**config.mk**
```make
export PLATFORM = sky130hd
export DESIGN_NAME = multibyte_add_ctrl
export DESIGN_NICKNAME = d
export VERILOG_FILES = /design/src/rtl/multibyte_add_ctrl_pkg.sv /design/src/rtl/multibyte_add_ctrl_add8_slice.sv /design/src/rtl/multibyte_add_ctrl.sv
export SDC_FILE = /design/constraint.sdc
export NUM_CORES = 1
export LEC_CHECK = 0
export CORE_UTILIZATION = 32
export CTS_BUF_LIST = sky130_fd_sc_hd__clkbuf_4 sky130_fd_sc_hd__clkbuf_8 sky130_fd_sc_hd__clkbuf_16
export DETAILED_ROUTE_END_ITERATION = 10
export HOLD_SLACK_MARGIN = 0.05
export PLACE_DENSITY = 0.59
export SLEW_MARGIN = 20
export SYNTH_ARGS = -nofsm -noshare
export SYNTH_HDL_FRONTEND = slang
export SYNTH_SLANG_ARGS = --single-unit
export TNS_END_PERCENT = 5
```
**constraint.sdc**
```tcl
create_clock -name clk -period 3.23 [get_ports clk]
set_input_delay 0.4845 -clock clk [delete_from_list [all_inputs] [get_ports clk]]
set_output_delay 0.4845 -clock clk [all_outputs]
set_load 0.02 [all_outputs]
```
**src/rtl/multibyte_add_ctrl_pkg.sv**
```systemverilog
// Shared definitions for the byte-serial adder sequencer: FSM encoding and slice width.
package multibyte_add_ctrl_pkg;
   localparam int BYTE_W = 8;

   typedef enum logic [1:0] {
      S_IDLE = 2'd0,
      S_RUN  = 2'd1,
      S_DONE = 2'd2
   } state_t;
endpackage

```
**src/rtl/multibyte_add_ctrl_add8_slice.sv**
```systemverilog
// 8-bit ripple-carry adder slice, time-shared by the sequencer one byte per cycle.
module add8_slice
   import multibyte_add_ctrl_pkg::*;
(
   input  logic [BYTE_W-1:0] a,
   input  logic [BYTE_W-1:0] b,
   input  logic              cin,
   output logic [BYTE_W-1:0] sum,
   output logic              cout
);

   always_comb begin : ripple
      logic c;
      c   = cin;
      sum = '0;
      for (int i = 0; i < BYTE_W; i++) begin
         sum[i] = a[i] ^ b[i] ^ c;
         c      = (a[i] & b[i]) | (c & (a[i] ^ b[i]));
      end
      cout = c;
   end

endmodule

```
**src/rtl/multibyte_add_ctrl.sv**
```systemverilog
// Byte-serial W-bit adder sequencer: one add8_slice reused LSB byte first, carry held between bytes.
// Define ADD_CTRL_OVF_EN to add the signed-overflow output ovf.
//
// state  | meaning
// S_IDLE | waiting for start; result of the last operation held
// S_RUN  | one byte added per cycle, idx selects the byte in flight
// S_DONE | result valid, done pulse for this single cycle
module multibyte_add_ctrl
   import multibyte_add_ctrl_pkg::*;
#(
   parameter int WORDS = 4
) (
   input  logic                  clk,
   input  logic                  rst,
   input  logic                  start,
   input  logic [BYTE_W*WORDS-1:0] a,
   input  logic [BYTE_W*WORDS-1:0] b,
   input  logic                  cin,
   output logic [BYTE_W*WORDS-1:0] sum,
   output logic                  cout,
   output logic                  busy,
   output logic                  done
`ifdef ADD_CTRL_OVF_EN
   ,
   output logic                  ovf
`endif
);

   localparam int W     = BYTE_W * WORDS;
   localparam int IDX_W = $clog2(WORDS);

   state_t             state_q, state_d;
   logic [IDX_W-1:0]   idx;
   logic [W-1:0]       a_sh, b_sh;
   logic               carry;
   logic [BYTE_W-1:0]  slice_sum;
   logic               slice_cout;
   logic               last_byte;

   add8_slice u_slice (
      .a    (a_sh[BYTE_W-1:0]),
      .b    (b_sh[BYTE_W-1:0]),
      .cin  (carry),
      .sum  (slice_sum),
      .cout (slice_cout)
   );

   assign last_byte = (idx == IDX_W'(WORDS - 1));

   always_ff @(posedge clk or posedge rst) begin
      if (rst) state_q <= S_IDLE;
      else     state_q <= state_d;
   end

   always_comb begin
      state_d = state_q;
      busy    = 1'b0;
      done    = 1'b0;
      case (state_q)
         S_IDLE: if (start) state_d = S_RUN;
         S_RUN: begin
            busy = 1'b1;
            if (last_byte) state_d = S_DONE;
         end
         S_DONE: begin
            busy    = 1'b1;
            done    = 1'b1;
            state_d = S_IDLE;
         end
         default: state_d = S_IDLE;
      endcase
   end

   // Byte results enter sum at the MSB end so byte 0 lands at the LSB after WORDS shifts.
   always_ff @(posedge clk or posedge rst) begin
      if (rst) begin
         idx   <= '0;
         a_sh  <= '0;
         b_sh  <= '0;
         carry <= 1'b0;
         sum   <= '0;
         cout  <= 1'b0;
`ifdef ADD_CTRL_OVF_EN
         ovf   <= 1'b0;
`endif
      end else begin
         case (state_q)
            S_IDLE: begin
               if (start) begin
                  a_sh  <= a;
                  b_sh  <= b;
                  carry <= cin;
                  idx   <= '0;
                  sum   <= '0;
                  cout  <= 1'b0;
`ifdef ADD_CTRL_OVF_EN
                  ovf   <= 1'b0;
`endif
               end
            end
            S_RUN: begin
               sum   <= {slice_sum, sum[W-1:BYTE_W]};
               carry <= slice_cout;
               a_sh  <= a_sh >> BYTE_W;
               b_sh  <= b_sh >> BYTE_W;
               if (last_byte) begin
                  idx  <= '0;
                  cout <= slice_cout;
`ifdef ADD_CTRL_OVF_EN
                  // carry into bit 7 recovered from the operand and sum bits
                  ovf  <= (a_sh[BYTE_W-1] ^ b_sh[BYTE_W-1] ^ slice_sum[BYTE_W-1]) ^ slice_cout;
`endif
               end else begin
                  idx <= idx + IDX_W'(1);
               end
            end
            default: ;
         endcase
      end
   end

endmodule

```
Yosys cells after proc, flatten, opt, wreduce, memory -nomap -nowiden:

Index checks and enable logic that the tools add are counted.

* register bits after elaboration: 102
* bits in latches: 0
* RAM bits: 0
* bits in read-only memories: 0
* input port bits: 68
* output and inout bits: 35
* memories kept: 0

* $add $sub $neg: 1
* multiply operators: 0
* div/mod/pow operators: 0
* order comparisons: 0
* equal/unequal tests: 5
* shift-type cells: 0
* muxes and demuxes: 19
* bitwise gates (word level): 40
* reduce and logical (&&, ||, !) cells: 6

Operators by type and width (number)
* one-hot mux 32 bit (2 select lines): 3
* two-way mux 32 bit: 3
* AND 1 bit: 16
* bitwise XOR 1 bit: 16
* two-way mux 2 bit: 4
* OR 1 bit: 8
* one-hot mux 2 bit (2 select lines): 2
* two-way mux 1 bit: 5
* equality test 2 bit (second input constant): 2
* != test 2 bit (second input constant): 2
* one-hot mux 1 bit (2 select lines): 2
* AND reduction 2 bit: 2
* AND reduction 3 bit: 1
* adder 2 x 1 -> 2 bit (second input constant): 1
* equality test 2 x 1 -> 1 bit (second input constant): 1
* zero test 2 bit: 1
* nonzero test 2 bit: 1
* OR reduction 2 bit: 1

Depth between registers and ports, before layout:

* word-level depth: 19
* depth in mapped cells: 14
* mapped depth without buffers: 14

Hierarchy:

Synthesis repeated with hierarchy kept, for this count alone.

* cells, all modules: 431
* area total of the unflattened synthesis: 4725.8 um^2

Modules (own cells, without submodules)
* multibyte_add_ctrl: times used 1, cells an instance 413, area each 4528.1 um^2, seq. area each 2552.4 um^2
* add8_slice: times used 1, cells an instance 18, area each 197.7 um^2, seq. area each 0.0 um^2

Least setup slack after synthesis:

No wires, ideal clock.

* kind: register to register
* start: register a_sh[0]
* end: register cout
* library setup time: 66 ps
* arrival: 3383 ps
* required time: 3164 ps
* setup slack: -219 ps
* cell stages (with the launch flop): 15
* clock period less this slack: 3449 ps
* cells stage by stage: dfrtp_1 -> inv_1 -> fa_1 -> fa_1 -> fa_1 -> fa_1 -> fa_1 -> inv_1 -> fa_1 -> fa_1 -> inv_1 -> fa_1 -> inv_1 -> a31o_2 -> a22o_1

* cells in the longest elaborated chain, start to end: 19

RTL lines
* from (decl): RTL line multibyte_add_ctrl.sv:34 `logic [W-1:0] a_sh, b_sh;`
* from (signal assigned): RTL line multibyte_add_ctrl.sv:104 `a_sh <= a_sh >> BYTE_W;`
* bitwise XOR 1 bit: RTL line multibyte_add_ctrl_add8_slice.sv:18 `c = (a[i] & b[i]) | (c & (a[i] ^ b[i]));`
* AND 1 bit: RTL line multibyte_add_ctrl_add8_slice.sv:18
* OR 1 bit *: RTL line multibyte_add_ctrl_add8_slice.sv:18
* AND 1 bit *: RTL line multibyte_add_ctrl_add8_slice.sv:18
* OR 1 bit *: RTL line multibyte_add_ctrl_add8_slice.sv:18
* AND 1 bit *: RTL line multibyte_add_ctrl_add8_slice.sv:18
* OR 1 bit *: RTL line multibyte_add_ctrl_add8_slice.sv:18
* AND 1 bit *: RTL line multibyte_add_ctrl_add8_slice.sv:18
* [3 not listed]
* AND 1 bit *: RTL line multibyte_add_ctrl_add8_slice.sv:18
* OR 1 bit *: RTL line multibyte_add_ctrl_add8_slice.sv:18
* AND 1 bit *: RTL line multibyte_add_ctrl_add8_slice.sv:18
* OR 1 bit *: RTL line multibyte_add_ctrl_add8_slice.sv:18
* AND 1 bit *: RTL line multibyte_add_ctrl_add8_slice.sv:18
* OR 1 bit *: RTL line multibyte_add_ctrl_add8_slice.sv:18
* two-way mux 1 bit *: RTL line multibyte_add_ctrl.sv:106 `if (last_byte) begin`
* one-hot mux 1 bit (2 select lines) *: RTL line multibyte_add_ctrl.sv:87 `case (state_q)`
* to (signal assigned): RTL line multibyte_add_ctrl.sv:108 `cout <= slice_cout;`
* to (decl): RTL line multibyte_add_ctrl.sv:20 `output logic cout,`

Mark *: on every way between the ends. The rest lies on a longest branch, timed or not. The select of a mux whose other input is x is not followed.
A chain may end at the register's enable or synchronous reset.

Final worst setup path:

Ends and elaborated chain as after synthesis.

==> impl_metrics.csv <==
group,metric,value,unit
floorplan,core,14600,sq um
timing,slew_headroom,36.1,%
synthesis,synth_top_area_share,53.2,%
critical_path,worstSetupEndpointType,"register",
pwr,power_leakage,2.63,nW
synthesis,syn_inst,419,
critical_path,cp-start-kind,"register",
synthesis,synth_most_common_cell,"dfrtp_1",
timing,tns,-233,ps
global_routing,grt_pass1_wl,19400,um
detailed_routing,wirelength,11600,um
synthesis,synth-seq-area-share,53.2,%
place,dpl_cell_area,5910,sq um
outcome,status,"complete, but fails checks",
timing,max_freq,297,MHz
floorplan,num_rows,44,
timing,fin_ws,-142,ps
timing,final_max_slew_viol_count,0,
timing,rsz0062_at_grt,"yes",
synthesis,yosysTopAreaCell,"dfrtp_1",
outcome,violations,"setup timing",
worst_hold_path,hold_class,"register to register",
critical_path,crit_chain,"inv_1, fa_2, fa_2, fa_2, fa_2, fa_1, inv_1, fa_1, fa_1, inv_1, fa_1, inv_2, a31o_2, a22o_1",
timing,fin_crit_sh,104,%
global_routing,grt_pass1_vias,3643,
critical_path,crit_fanout,2,
pwr,total_power,6.64,mW
cts,path_clk_slew,70,ps
global_routing,grt_overflow,0,
cts,cts_buffer_depth,2,
finish,n_antenna_cell,0,
cts,htreeDepth,3,
synthesis,mappedNetlistArea,4800,sq um
detailed_routing,first_pass_iters,4,
synthesis,synth.avg_cell_area,11.5,sq um
critical_path,slowest_delay,390,ps
cts,hold_buffers,0,
global_routing,grt_antenna_before_repair,0,
global_routing,grtUsageTotal,15.6,%
pwr,ir_worst_vdd,0.000571,V
detailed_routing,vias,3633,
detailed_routing,ant_nets,0,
place,gp_congestion,0.715,
synthesis,synth_cell_type_count,26,
synthesis,yosys_register_bits,102,
place,io_buffers,102,
critical_path,crit_type,"register to register",
timing,skew,11.0,ps
timing,tightestPinTransition,959,ps
synthesis,syn_nets,499,
floorplan,die_x,124,um
cts,insertion_delay,340,ps
finish,nFillCells,1349,
floorplan,ioPinCount,103,
place,hpwl,7830,um
finish,multiInputGateArea,1940,sq um
place,dp.cells,678,
critical_path,crit_slowest_cell,"fa_2",
critical_path,startpoint,"a_sh[0]",
timing,hold_violations,0,
detailed_routing,avgRoutedWirePerCell,16.7,um
cts,cts_tree,"yes",
job,drv_cap,0,
synthesis,yosysWarnings,0,
synthesis,synth-edff-count,0,
critical_path,worstPathArrival,3650,ps
floorplan,start_util,32.9,%
synthesis,synthArstFlopShare,100,%
finish,register_area,2550,sq um
critical_path,crit_required,3510,ps
finish,final_cells,694,
pwr,power.density,1060,nW/um^2
timing,finalCriticalPeriod,3370,ps
synthesis,yosys-top-cells-area,"dfrtp_1, nand2b_1, o221a_2, a22o_1, a221o_1",
synthesis,synth_common_cells,"dfrtp_1, nand2b_1, a22o_1",
global_routing,grt_max_degree,68,
detailed_routing,drc,0,
finish,area_delta_synth_final,30.2,%
worst_hold_path,min_from,"sum[3]",
critical_path,r2r_start,"a_sh[0]",
synthesis,synth_ff_type,"dfrtp_1",
cts,numCtsBuffers,9,
cts,cts_sinks,102,
finish,drive_above_1_share,12.5,%
floorplan,die_area,15500,sq um
finish,final_cell_area,6250,sq um
finish,final_nets,586,
timing,setup_viol,3,
floorplan,die_h,124,um
detailed_routing,initialDrtViolationCount,340,
detailed_routing,vias_per_cell,5.23,
cts,clockRootBuffer,"clkbuf_16",
==> state kept, by name, indices dropped and copies added (netlist names) <==
signal / cells
b_sh: 32
idx: 2
sum: 32
state_q: 2
a_sh: 32
cout: 1
carry: 1
==> cells in the final DEF (no fill, tap or decap), drive strengths merged <==
cell and instances:
ha 4, o21ai 19, fa 8, buf 13, o221a 25, o31ai 1
clkbuf 11, nand2b 46, a221o 24, dfrtp 102, a22o 31, bufinv 2
a31o 1, nand2 27, a21oi 27, nor2 2, clkinv 1, a22oi 13
nand3 24, inv 21, mux2i 1, and2 2, nor2b 3, clkdlybuf4s50 102
==> where the power goes <==
group	switching (mW)	total (mW)	internal [mW]
combinational	1.66	3.18	1.52
clock	0.472	1.19	0.722
sequential	0.409	2.27	1.86
total	2.54	6.64	4.10
==> metrics by stage <==
step	hold WS, ps	setup WS [ps]	utilization [%]
6_report	497	-142	42.8
5_1_grt	520	-299	42.8
4_1_cts	496	-155	42.8
3_5_place_dp	481	-149	40.5
3_3_place_gp	478	-97.7	40.5
2_1_floorplan	462	-50.7	-
==> per-layer routing <==
metal  part of all wire, %  vias up  global-route usage, %
li1                      -     1709                      -
met1                    47     1808                   21.7
met2                    47      106                   24.5
met3                   4.2       10                   2.66
met4                   1.3        0                   5.03
met5                     0        -                      0
==> critical path: cells and delay by family, from the launching register on <==
family | cells | cell delay (ps)
flops | 1 | 340
buf+inv | 4 | 250
fa+ha+maj | 8 | 2480
compound gates | 2 | 240
==> final cells by class <==
class	instances	area share, %
Timing Repair Buffer	115	17.9
Clock buffer	11	4.04
Inverter	20	1.24
Tap cell	184	3.68
Clock inverter	4	1.24
Sequential cell	102	40.8
Multi-Input combinational cell	258	31.1
==> cell families after synthesis <==
| group | share of synthesized area (%) |
|---|---|
| compound gates | 23.7 |
| simple gates | 11.6 |
| flops | 53.2 |
| buf+inv | 6.62 |
| fa+ha+maj | 4.38 |
| mux | 0.469 |
==> worst paths after layout <==
| path | end | slack, ps | cells past startpoint |
|---|---|---|---|
| min in group asynchronous | sum[13] | 650 | 2 |
| worst min register to register | sum[3] | 500 | 1 |
| worst max-delay path | cout | -140 | 14 |
| max in group asynchronous | b_sh[8] | 1800 | 3 |
| worst min-delay path | sum[3] | 500 | 1 |
| worst max register to register | cout | -140 | 14 |
==> timing repair <==
action,CTS,global route
setup buffers,1,0
setup endpoints to repair,3,4
resized for setup,1,1
No activity file was read; power rests on OpenSTA's default activity.
==> RTL change, RTL diff (same flow settings) <==
Set the package constant `BYTE_W` to 10 (it was 8).
--- a/src/rtl/multibyte_add_ctrl_pkg.sv
+++ b/src/rtl/multibyte_add_ctrl_pkg.sv
@@ -1,5 +1,5 @@
 // Shared definitions for the byte-serial adder sequencer: FSM encoding and slice width.
 package multibyte_add_ctrl_pkg;
-   localparam int BYTE_W = 8;
+   localparam int BYTE_W = 10;
 
    typedef enum logic [1:0] {
Interface: changed (resized a, b and sum); port bits go from 103 to 127. No check against the original RTL was run, so the function may have changed too.
==> RTL change against the original RTL <==
The run still ends with setup timing left; die area is 19% higher; total power is 31% higher; core utilization is 2.3 points higher; worst setup slack worse by 0.68 ns; hold slack worse by 0.0055 ns; sequential cell count is 24 higher; sequential share of layout area is 0.71 points lower; via count is 22% higher; synthesized cell count is 19% higher; synthesized area is 20% higher; routed wire length is 29% higher; cell area is 26% higher; largest cell class unchanged; critical path depth is 2 higher.
==> RTL change: results (changes against the original RTL) <==
stage	metric	value	unit	change
synthesis	synth_area_leaders	dfrtp_1 (55%), a22o_1 (6.6%), o221a_2 (6.5%)		
drt	vias_per_cell	5.22		-0.37%
pwr	power_leakage	3.31	nW	+26%
sta	maxSlewHeadroom	46.6	%	+11 points
sta	fin_worst_skew	0.00829	ns	-0.00275 ns
global_routing	grt_use_met3	4.62	%	+2.0 points
global_routing	use_met1	23.6	%	+1.9 points
global_routing	met2_usage	26.2	%	+1.7 points
synthesis	synth.yosys.seq_area_share	54.9	%	+1.7 points
worst_setup_path	crit_arrival	4.40	ns	+0.75 ns
synthesis	synthMuxAreaShare	0.174	%	-0.30 points
layout	reg_top3	a_sh: 40 flops, b_sh: 40 flops, sum: 40 flops		
drt	met3_length	821	um	+69%
pwr	p_sw	0.00325	W	+28%
placement	port_buffers	126		+24%
status	violations	setup timing		
synthesis	syn-num-nets	595		+19%
drt	wl_met2	6.98	mm	+28%
status	outcome	finished with violations		
synthesis	avgSynthCellArea	11.6	sq um	+0.90%
global_routing	grt_pass1_wl	23.9	mm	+23%
pwr	peakVddDrop	0.545	mV	-4.5%
layout	drive_above_1_share	16.4	%	+3.9 points
synthesis	ys_types	27		+3.8%
layout	nets	713		+22%
sta	final.setup.tns	-3.38	ns	-3.14 ns
synthesis	synth_top_cells_by_count	dfrtp_1 (126), nand2b_1 (53), a22o_1 (43)		
clock_tree	clk_latency	0.41	ns	+0.07 ns
hold_path	min_delay_worst_endpoint	idx[0]$_DFFE_PP0P_		
clock_tree	post-cts-setup-buffer-count	0		-1
layout	n_fill_cell	1585		+17%
sta	fin_ws	-0.824	ns	-0.682 ns
sta	setup_violations	5		+2
clock_tree	htreeDepth	4		+1
placement	dp_slack	-0.795	ns	-0.646 ns
hold_path	min_from	idx[0]$_DFFE_PP0P_		
drt	drt_first_iter_violations	284		-16%
synthesis	yosys.area_share.adder	4.36	%	-0.023 points
placement	routabilityCongestion	0.777		+8.5%
-- RTL change: cell types whose count changed in the layout (fill, tap and decap cells not counted), moves of 5 or more --
cell / delta
clkinv_2: +5
a22o_1: +12
nand2b_1: +8
clkbuf_16: +8
clkdlybuf4s50_1: +24
dfrtp_1: +24
o221a_2: +8
o21ai_0: -5
clkinvlp_4: +5
-- RTL change: what timing repair did --
item / 4_1_cts / 5_1_grt
resized for setup: 1 / 3
endpoints found under the hold margin: 0 / 0
endpoints found under the setup margin: 6 / 6
pin swaps: 0 / 1
-- RTL change: worst max path at each step --
| stage | slack [ns] | depth (start not counted) | end |
|---|---|---|---|
| global route | -0.97 | 16 | cout$_DFFE_PP0P_ |
| global placement | -0.78 | 16 | cout$_DFFE_PP0P_ |
| CTS | -0.81 | 16 | cout$_DFFE_PP0P_ |
| detailed placement | -0.80 | 16 | cout$_DFFE_PP0P_ |
| finish | -0.82 | 16 | cout$_DFFE_PP0P_ |
| floorplan | -0.67 | 16 | cout$_DFFE_PP0P_ |
-- RTL change: cell families after synthesis --
group | count (synthesis)
AND/OR/NAND/NOR | 120
multiplexers | 1
flip-flops | 126
adder cells (fa/ha/maj) | 14
AO/OA/AOI/OAI | 167
buffers and inverters | 69
-- RTL change: area by class of cell --
cell class,instances,area [sq um],share of cell area (%)
multi-input combinational,302,2320,29.5
clock buffer,21,474,6.04
sequential,126,3150,40.1
timing repair buffer,144,1420,18.1
inverter,24,93.8,1.19
tap,225,282,3.58
clock inverter,11,115,1.47
-- RTL change: power by group through the flow --
stage	Sequential, W	Clock [W]	Combinational (W)
2_1_floorplan	0.00292	0	0.00260
3_3_place_gp	0.00282	0	0.00392
3_5_place_dp	0.00284	0	0.00401
4_1_cts	0.00282	0.00191	0.00403
5_1_grt	0.00292	0.00199	0.00442
6_report	0.00283	0.00187	0.00401
